**src/rtl/sdram_arb_pkg.sv**
```systemverilog
// sdram_arb_pkg: shared FSM states, default widths and timeout-counter sizing for sdram_host_arbiter
package sdram_arb_pkg;
  typedef enum logic [1:0] {IDLE, WRITE, READ, SETTLE} arb_state_t;
  localparam int DEF_NUM_CLIENTS = 3;
  localparam int DEF_ADDR_WIDTH = 24;
  localparam int DEF_DATA_WIDTH = 16;
  localparam int DEF_RD_TIMEOUT = 1023;
  function automatic int tmo_width(input int rd_timeout);
    return $clog2(rd_timeout + 1);
  endfunction
endpackage

```
**src/rtl/sdram_host_arbiter_rr_picker.sv**
```systemverilog
// rr_picker: round-robin one-hot pick after the last granted index; SDRAM_ARB_CLIENT0_PRIORITY_EN lets client 0 override
module rr_picker #(
  parameter int N = 3,
  parameter int IW = (N > 1) ? $clog2(N) : 1
) (
  input  logic [N-1:0]  req,
  input  logic [IW-1:0] last,
  output logic [N-1:0]  pick,
  output logic [IW-1:0] idx,
  output logic          valid
);
  int best;
  // nearest requester after last wins, wrapping through the vector
  always_comb begin
    idx = '0;
    best = N;
    for (int c = 0; c < N; c++)
      if (req[c] && (c - int'(last) + N - 1) % N < best) begin
        best = (c - int'(last) + N - 1) % N;
        idx = IW'(c);
      end
`ifdef SDRAM_ARB_CLIENT0_PRIORITY_EN
    if (req[0]) idx = '0;
`endif
    valid = |req;
    pick = '0;
    pick[idx] = valid;
  end
endmodule

```
**src/rtl/sdram_host_arbiter.sv**
```systemverilog
// sdram_host_arbiter: shares the sdram_controller host port among clients; SDRAM_ARB_CLIENT0_PRIORITY_EN gives client 0 priority
module sdram_host_arbiter
  import sdram_arb_pkg::*;
#(
  parameter int NUM_CLIENTS = DEF_NUM_CLIENTS,
  parameter int ADDR_WIDTH  = DEF_ADDR_WIDTH,
  parameter int DATA_WIDTH  = DEF_DATA_WIDTH,
  parameter int RD_TIMEOUT  = DEF_RD_TIMEOUT
) (
  input  logic                              clk,
  input  logic                              rst,
  input  logic [NUM_CLIENTS-1:0]            cl_req,
  input  logic [NUM_CLIENTS-1:0]            cl_we,
  input  logic [NUM_CLIENTS*ADDR_WIDTH-1:0] cl_addr,
  input  logic [NUM_CLIENTS*DATA_WIDTH-1:0] cl_wdata,
  output logic [NUM_CLIENTS-1:0]            cl_gnt,
  output logic [NUM_CLIENTS-1:0]            cl_rvalid,
  output logic [DATA_WIDTH-1:0]             cl_rdata,
  output logic                              cl_rerr,
  output logic [ADDR_WIDTH-1:0]             ctrl_wr_addr,
  output logic [ADDR_WIDTH-1:0]             ctrl_rd_addr,
  output logic [DATA_WIDTH-1:0]             ctrl_wr_data,
  output logic                              ctrl_wr_enable,
  output logic                              ctrl_rd_enable,
  input  logic [DATA_WIDTH-1:0]             ctrl_rd_data,
  input  logic                              ctrl_rd_ready,
  input  logic                              ctrl_busy,
  output logic                              arb_timeout
);
  localparam int IW = (NUM_CLIENTS > 1) ? $clog2(NUM_CLIENTS) : 1;
  localparam int TW = tmo_width(RD_TIMEOUT);
  arb_state_t state, state_d;
  logic [IW-1:0] last_grant, pick_idx;
  logic [NUM_CLIENTS-1:0] pick, owner;
  logic pick_valid, pick_we, upd_last, accept, rd_done, rd_tmo;
  logic [TW-1:0] wait_cnt;
  logic [ADDR_WIDTH-1:0] addr_q;
  logic [DATA_WIDTH-1:0] wdata_q;

  rr_picker #(.N(NUM_CLIENTS), .IW(IW)) u_pick (
    .req(cl_req),
    .last(last_grant),
    .pick(pick),
    .idx(pick_idx),
    .valid(pick_valid)
  );

  assign pick_we = cl_we[pick_idx];
`ifdef SDRAM_ARB_CLIENT0_PRIORITY_EN
  assign upd_last = pick_idx != '0;
`else
  assign upd_last = 1'b1;
`endif
  assign ctrl_wr_enable = state == WRITE;
  assign ctrl_rd_enable = state == READ;
  assign ctrl_wr_addr = addr_q;
  assign ctrl_rd_addr = addr_q;
  assign ctrl_wr_data = wdata_q;

  // arbitration decision, read completion/abort and next state
  always_comb begin
    accept = state == IDLE && pick_valid && !ctrl_busy;
    rd_done = state == READ && ctrl_rd_ready;
    rd_tmo = state == READ && !ctrl_rd_ready && wait_cnt == TW'(RD_TIMEOUT - 1);
    state_d = accept ? (pick_we ? WRITE : READ)
            : (state == WRITE || rd_done || rd_tmo) ? SETTLE
            : state == SETTLE ? IDLE : state;
  end

  // state register
  always_ff @(posedge clk)
    if (rst) state <= IDLE;
    else state <= state_d;

  // request latching, client pulses, read data and the sticky timeout flag
  always_ff @(posedge clk)
    if (rst) begin
      last_grant <= IW'(NUM_CLIENTS - 1);
      owner <= '0;
      addr_q <= '0;
      wdata_q <= '0;
      wait_cnt <= '0;
      cl_gnt <= '0;
      cl_rvalid <= '0;
      cl_rdata <= '0;
      cl_rerr <= 1'b0;
      arb_timeout <= 1'b0;
    end else begin
      cl_gnt <= accept ? pick : '0;
      cl_rvalid <= (rd_done || rd_tmo) ? owner : '0;
      cl_rerr <= rd_tmo;
      cl_rdata <= rd_done ? ctrl_rd_data : rd_tmo ? '0 : cl_rdata;
      arb_timeout <= arb_timeout | rd_tmo;
      wait_cnt <= accept ? '0 : state == READ ? wait_cnt + 1'b1 : wait_cnt;
      if (accept) begin
        owner <= pick;
        addr_q <= ADDR_WIDTH'(cl_addr >> (ADDR_WIDTH * int'(pick_idx)));
        wdata_q <= DATA_WIDTH'(cl_wdata >> (DATA_WIDTH * int'(pick_idx)));
        if (upd_last) last_grant <= pick_idx;
      end
    end
endmodule

```
**config.mk**
```make
export PLATFORM = sky130hd
export DESIGN_NAME = sdram_host_arbiter
export DESIGN_NICKNAME = d
export VERILOG_FILES = /design/src/rtl/sdram_arb_pkg.sv /design/src/rtl/sdram_host_arbiter_rr_picker.sv /design/src/rtl/sdram_host_arbiter.sv
export SDC_FILE = /design/constraint.sdc
export NUM_CORES = 1
export LEC_CHECK = 0
export BUFFER_PORTS_ARGS = -buffer_cell sky130_fd_sc_hd__buf_2
export CAP_MARGIN = 25
export CORE_MARGIN = 2
export CORE_UTILIZATION = 50
export CTS_CLUSTER_DIAMETER = 40
export DETAILED_ROUTE_END_ITERATION = 12
export GPL_TIMING_DRIVEN = 0
export PLACE_DENSITY_LB_ADDON = 0.2
export REMOVE_ABC_BUFFERS = 1
export SLEW_MARGIN = 40
export SYNTH_ARGS = -nofsm -noshare
export SYNTH_HDL_FRONTEND = slang
export SYNTH_HIERARCHICAL = 1
export SYNTH_SLANG_ARGS = --single-unit
```
**constraint.sdc**
```tcl
create_clock -name clk -period 10.6 [get_ports clk]
set_input_delay 0.53 -clock clk [delete_from_list [all_inputs] [get_ports clk]]
set_output_delay 0.53 -clock clk [all_outputs]
set_load 0.02 [all_outputs]
```
==> results of run 1 <==
## cell families after synthesis
| group | Yosys count | synth area share (%) |
|---|---|---|
| other | 1 | 0.0614 |
| AO/OA/AOI/OAI | 261 | 29.3 |
| multiplexers | 46 | 7.60 |
| adder cells (fa/ha/maj) | 45 | 9.22 |
| flip-flops | 81 | 26.5 |
| buffers and inverters | 85 | 7.66 |
| XOR/XNOR | 19 | 2.85 |
| AND/OR/NAND/NOR | 185 | 16.8 |
## placed cells by master, fill, tap and decap left out, types with 3 or more instances in the layout
cell,instances
a211o_1,6
a21oi_1,51
nand3_1,12
or3_1,3
and2_1,11
nand2_1,39
xor2_1,11
a22o_1,16
o22ai_1,7
nand2b_1,6
o2111ai_1,4
o31a_1,9
o21a_1,4
buf_2,235
and3_1,8
nor2b_1,6
o211ai_1,3
clkbuf_16,9
nand4_1,16
dfxtp_1,81
mux2i_1,43
nor2_1,41
o21ai_1,32
a21o_1,17
a22oi_1,31
ha_2,3
a31o_2,3
o21ai_0,29
and4_1,4
nor3_1,7
a211oi_1,7
and4b_1,3
ha_1,42
inv_1,10
nor4_1,5
a31oi_1,13
xnor2_1,7
## Yosys cell counts, types with 5 or more instances
library cell   n
a21oi_1       51
nor4_1         5
o21ai_1       32
o21ai_0       29
inv_1         10
xor2_1        11
a22oi_1       31
and2_1        11
dfxtp_1       81
buf_4         27
a211o_1        6
ha_1          45
nand2_1       39
o22ai_1        7
a21o_1        18
nor2_1        44
a22o_1        16
o31a_1         9
buf_2         14
nor2b_1        8
nor3_1         7
a211oi_1       7
nand2b_1       6
nand4_1       16
nand3_1       12
mux2i_1       43
a31oi_1       13
clkbuf_1      28
and3_1         9
xnor2_1        7
## metrics by stage
stage / TNS (ps) / hold slack (ps) / cells / util [%] / area [um2]
2_1_floorplan: 0 / 418 / 649 / - / 5680
3_3_place_gp: -34000 / 424 / 1031 / 58.9 / 7040
3_5_place_dp: 0 / 434 / 1034 / 59.5 / 7110
4_1_cts: 0 / 386 / 1050 / 62.3 / 7450
5_1_grt: 0 / 383 / 1050 / 62.4 / 7470
6_report: 0 / 392 / 1050 / 62.4 / 7470
## metal layers
| metal | GRT usage, % | up-vias |
|---|---|---|
| met5 | 0 | - |
| met4 | 15.8 | 0 |
| met3 | 5.08 | 46 |
| met2 | 48.5 | 215 |
| met1 | 32.7 | 2962 |
| li1 | - | 3063 |
## final timing paths
kind	to	cells past startpoint
worst max-delay path	ctrl_rd_addr[17]$_SDFFE_PP0P_	34
worst min-delay path	cl_rdata[10]$_SDFFE_PP0P_	2
worst max register to register	ctrl_rd_addr[17]$_SDFFE_PP0P_	34
worst min register to register	owner[1]$_SDFFE_PP0P_	1
## final cells by class
cell class	count	area (um2)
Multi-Input combinational cell	557	4060
Sequential cell	81	1620
Inverter	11	41.3
Clock inverter	5	85.1
Clock buffer	11	253
Tap cell	147	184
Fill cell	1030	4490
Timing Repair Buffer	238	1220
## sequential cells by signal, indices dropped and copies added (netlist names)
signal / cells
owner: 3
cl_rdata: 16
arb_timeout: 1
ctrl_rd_addr: 24
ctrl_wr_data: 16
last_grant: 2
cl_rvalid: 3
cl_gnt: 3
cl_rerr: 1
wait_cnt: 10
state: 2
## power breakdown
group / switching (mW) / internal, mW
clock network: 0.125 / 0.220
registers: 0.0477 / 0.370
logic: 1.04 / 0.712
## timing repair
item	in CTS	in global routing
endpoints found under the setup margin	0	42
hold buffers	0	0
resized for setup	0	5
==> impl_metrics.env, run 1 <==
export IMPL_status="finished, final reports clean"
export IMPL_wl_met3_um=958
export IMPL_die_w_um=115
export IMPL_start_util_pct=51.1
export IMPL_syn_area_um2=6110
export IMPL_cpLargestDelayFamily="compound AO/OA/AOI/OAI gates"
export IMPL_finalHoldViolCount=0
export IMPL_fin_crit_ps=9680
export IMPL_rows=40
export IMPL_criticalPathCategory="register to register"
export IMPL_setup_viol=0
export IMPL_antenna_left=0
export IMPL_port_buffers=235
export IMPL_place_congestion=0.928
export IMPL_synth_distinct_cells=81
export IMPL_critPathLaunch="last_grant[0]$_SDFFE_PP0P_"
export IMPL_grt_pass1_vias=6112
export IMPL_nets=1089
export IMPL_routedWlPerCell_um=17.9
export IMPL_synth_area_top_cells="dfxtp_1, ha_1, mux2i_1"
export IMPL_dr_wl_met2_mm=9.38
export IMPL_post_cts_buffers=0
export IMPL_syn_area_per_cell_um2=8.45
export IMPL_highest_layer="met4"
export IMPL_cpMostUsedCell="nand2_1"
export IMPL_die_y_um=115
export IMPL_synth_cells=723
export IMPL_clk_pin_slew_ps=60
export IMPL_core_region_area_um2=12000
export IMPL_cts_root_buffer="clkbuf_16"
export IMPL_syn_to_final_growth_pct=22.3
export IMPL_p_leak_nw=3.54
export IMPL_first_pass_iters=4
export IMPL_ys_async_sr_fraction_pct=0
export IMPL_cts_buffers=9
export IMPL_dieArea_um2=13100
export IMPL_r2r_start="last_grant[0]$_SDFFE_PP0P_"
export IMPL_yosys_area_top_type="dfxtp_1"
export IMPL_ys_seq_area_share_pct=26.5
export IMPL_grt_start_max_net_pins=33
export IMPL_synthFlopType="dfxtp_1"
export IMPL_wl_met1_mm=7.54
export IMPL_synth_top_area_share_pct=26.5
export IMPL_crit_fanout=31
export IMPL_antenna_found_initial=0
export IMPL_io_pins=236
export IMPL_grt_pass1_wl_mm=29.3
export IMPL_vias=6286
export IMPL_h_tree_depth=3
export IMPL_clock_skew_final_ps=7.18
export IMPL_r2r_slack_ps=920
export IMPL_tightestPinTransition_ps=752
export IMPL_fmax_mhz=103
export IMPL_min_delay_start="ctrl_rd_data[10]"
export IMPL_cp_arrival_ps=9900
export IMPL_max_stage_delay_ps=500
export IMPL_final_max_slew_viol_count=0
export IMPL_cts_sinks=81
export IMPL_setup_slack_ps=920
export IMPL_vdd_ir_drop_max_uv=160
export IMPL_viasPerCell=5.99
export IMPL_cts_buffer_depth=2
export IMPL_cp_start_kind="register"
export IMPL_post_route_period_util_pct=91.3
export IMPL_dpl_hpwl_mm=14.8
export IMPL_grt_setup_unrepaired="no"
export IMPL_cellPowerDensity_nw_per_um2=336
export IMPL_hp_class="input port to register"
export IMPL_cp_end_kind="register"
export IMPL_crit_buf_inv=3
export IMPL_routed_wl_mm=18.8
export IMPL_post_place_ws_ps=270
export IMPL_clock_latency_ps=340
export IMPL_max_cap_viol_count=0
export IMPL_synth_edf_count=0
export IMPL_slew_headroom_pct=49.6
export IMPL_ys_ff_latch=81
export IMPL_crit_required_ps=10820
export IMPL_synth_warnings=6
export IMPL_power_total_mw=2.51
export IMPL_layout_drive_gt1_share_pct=32.1
export IMPL_drt_iter0_drc=457
export IMPL_critical_path_slowest_cell="o211a_4"
export IMPL_grt_util_all_layers_pct=28.1
export IMPL_cts_tree="done"
export IMPL_overflow=0
export IMPL_n_antenna_cell=0
export IMPL_post_route_drc_count=0
(Power assumes the default switching activity.)
==> run 2: changes to the inputs <==
--- a/config.mk
+++ b/config.mk
@@ -13,6 +13,7 @@
 export DETAILED_ROUTE_END_ITERATION = 12
 export GPL_TIMING_DRIVEN = 0
 export PLACE_DENSITY_LB_ADDON = 0.2
+export RECOVER_POWER = 100
 export REMOVE_ABC_BUFFERS = 1
 export SLEW_MARGIN = 40
 export SYNTH_ARGS = -nofsm -noshare
==> impl_metrics.env, run 2 (synthesized netlist as in run 1, its figures left out) <==
export IMPL_status="finished, final reports clean"
export IMPL_io_pins=236
export IMPL_rows=40
export IMPL_power_total_mw=2.48
export IMPL_cp_start_kind="register"
export IMPL_largest_reg_flops=24
export IMPL_finalHoldViolCount=0
export IMPL_grt_pass1_wl_mm=29.3
export IMPL_crit_fanout=31
export IMPL_layout_cells_most_common_list="buf_2, clkbuf_1, dfxtp_1, o21ai_0, a21oi_1"
export IMPL_cts_sinks=81
export IMPL_cp_arrival_ps=9920
export IMPL_vias=6302
export IMPL_min_delay_start="ctrl_rd_data[10]"
export IMPL_post_place_ws_ps=270
export IMPL_setup_slack_ps=864
export IMPL_clock_skew_final_ps=7.99
export IMPL_routed_wl_mm=18.9
export IMPL_post_cts_buffers=0
export IMPL_clk_pin_slew_ps=60
export IMPL_cts_hold_buf=0
export IMPL_overflow=0
export IMPL_final_common_cell="buf_2"
export IMPL_grt_start_max_net_pins=33
export IMPL_port_buffers=235
export IMPL_antenna_left=0
export IMPL_grt_util_all_layers_pct=28.1
export IMPL_ctsResizeCount=0
export IMPL_die_y_um=115
export IMPL_p_leak_nw=3.17
export IMPL_post_route_period_util_pct=91.8
export IMPL_die_w_um=115
export IMPL_cts_tree="done"
export IMPL_layout_drive_gt1_share_pct=21.6
export IMPL_cpMostUsedCell="nand2_1"
export IMPL_crit_required_ps=10780
export IMPL_first_pass_iters=5
export IMPL_cp_end_kind="register"
export IMPL_fmax_mhz=103
export IMPL_max_stage_delay_ps=500
export IMPL_drt_iter0_drc=481
export IMPL_final_max_slew_viol_count=0
export IMPL_fin_crit_ps=9740
export IMPL_dpl_hpwl_mm=14.8
export IMPL_post_route_drc_count=0
export IMPL_post_route_util_pct=61.4
export IMPL_cts_buffers=9
export IMPL_r2r_start="last_grant[0]$_SDFFE_PP0P_"
export IMPL_viasPerCell=6.00
export IMPL_cts_root_buffer="clkbuf_16"
export IMPL_antenna_found_initial=0
export IMPL_h_tree_depth=3
export IMPL_criticalPathCategory="register to register"
export IMPL_critical_path_slowest_cell="o211a_4"
export IMPL_max_cap_viol_count=0
export IMPL_setup_viol=0
export IMPL_vdd_ir_drop_max_uv=159
export IMPL_place_congestion=0.928
export IMPL_cts_buffer_depth=2
export IMPL_grt_setup_unrepaired="no"
export IMPL_nets=1089
export IMPL_grt_pass1_vias=6112
export IMPL_start_util_pct=51.1
export IMPL_n_antenna_cell=0
export IMPL_hp_class="input port to register"
export IMPL_core_region_area_um2=12000
export IMPL_syn_to_final_growth_pct=20.2
export IMPL_critPathLaunch="last_grant[0]$_SDFFE_PP0P_"
export IMPL_dieArea_um2=13100
export IMPL_cellPowerDensity_nw_per_um2=338
export IMPL_slew_headroom_pct=37.1
export IMPL_tightestPinTransition_ps=943
export IMPL_routedWlPerCell_um=18.0
export IMPL_clock_latency_ps=340
==> run 2: cell types whose count changed in the layout (fill, tap and decap cells not counted), sizes merged <==
| cell | delta |
|---|---|
| buf | -91 |
| clkbuf | +91 |
==> run 2: through the flow <==
stage	setup TNS, ps	instance area (um2)	hold slack [ps]	std cells
6_report	0	7340	391	1050
3_3_place_gp	-34000	7040	424	1031
2_1_floorplan	0	5680	418	649
5_1_grt	0	7340	383	1050
3_5_place_dp	0	7110	434	1034
4_1_cts	0	7450	386	1050
==> run 2: layer usage <==
metal	up-vias	wire [um]	track usage [%]
met3	49	905	5.08
met1	2960	7610	32.7
li1	3069	-	-
met5	-	0	0
met2	224	9440	48.5
met4	0	903	15.8
==> run 2: critical path, delay by kind of cell, from the launching register on <==
kind                       cells  cell delay [ps]
AOI/OAI and AO/OA             17             4870
buffers and inverters          3              800
muxes                          1              400
adders and majority gates      3             1020
DFF                            1              400
and+or+nand+nor                9             1910
xor gates and xnor gates       1              170
==> run 2: worst paths after layout <==
path | end | slack, ps | cells after the start
worst max-delay path | ctrl_rd_addr[8]$_SDFFE_PP0P_ | 860 | 34
worst min-delay path | cl_rdata[10]$_SDFFE_PP0P_ | 390 | 2
worst max register to register | ctrl_rd_addr[8]$_SDFFE_PP0P_ | 860 | 34
worst min register to register | owner[1]$_SDFFE_PP0P_ | 440 | 1
==> run 2: where the power goes <==
part | leakage [nW] | switching [mW] | internal (mW)
registers | 0.660 | 0.0494 | 0.370
logic | 2.34 | 1.03 | 0.684
clock network | 0.162 | 0.126 | 0.220
==> run 2: final cells by class <==
type                    instances  area [um2]
clock inverters                 5        85.1
flip-flops and latches         81        1620
inverters                      11        41.3
repair buffers                238        1110
multi-input cells             557        4050
well taps                     147         184
clock buffers                  11         253
fillers                      1090        4620
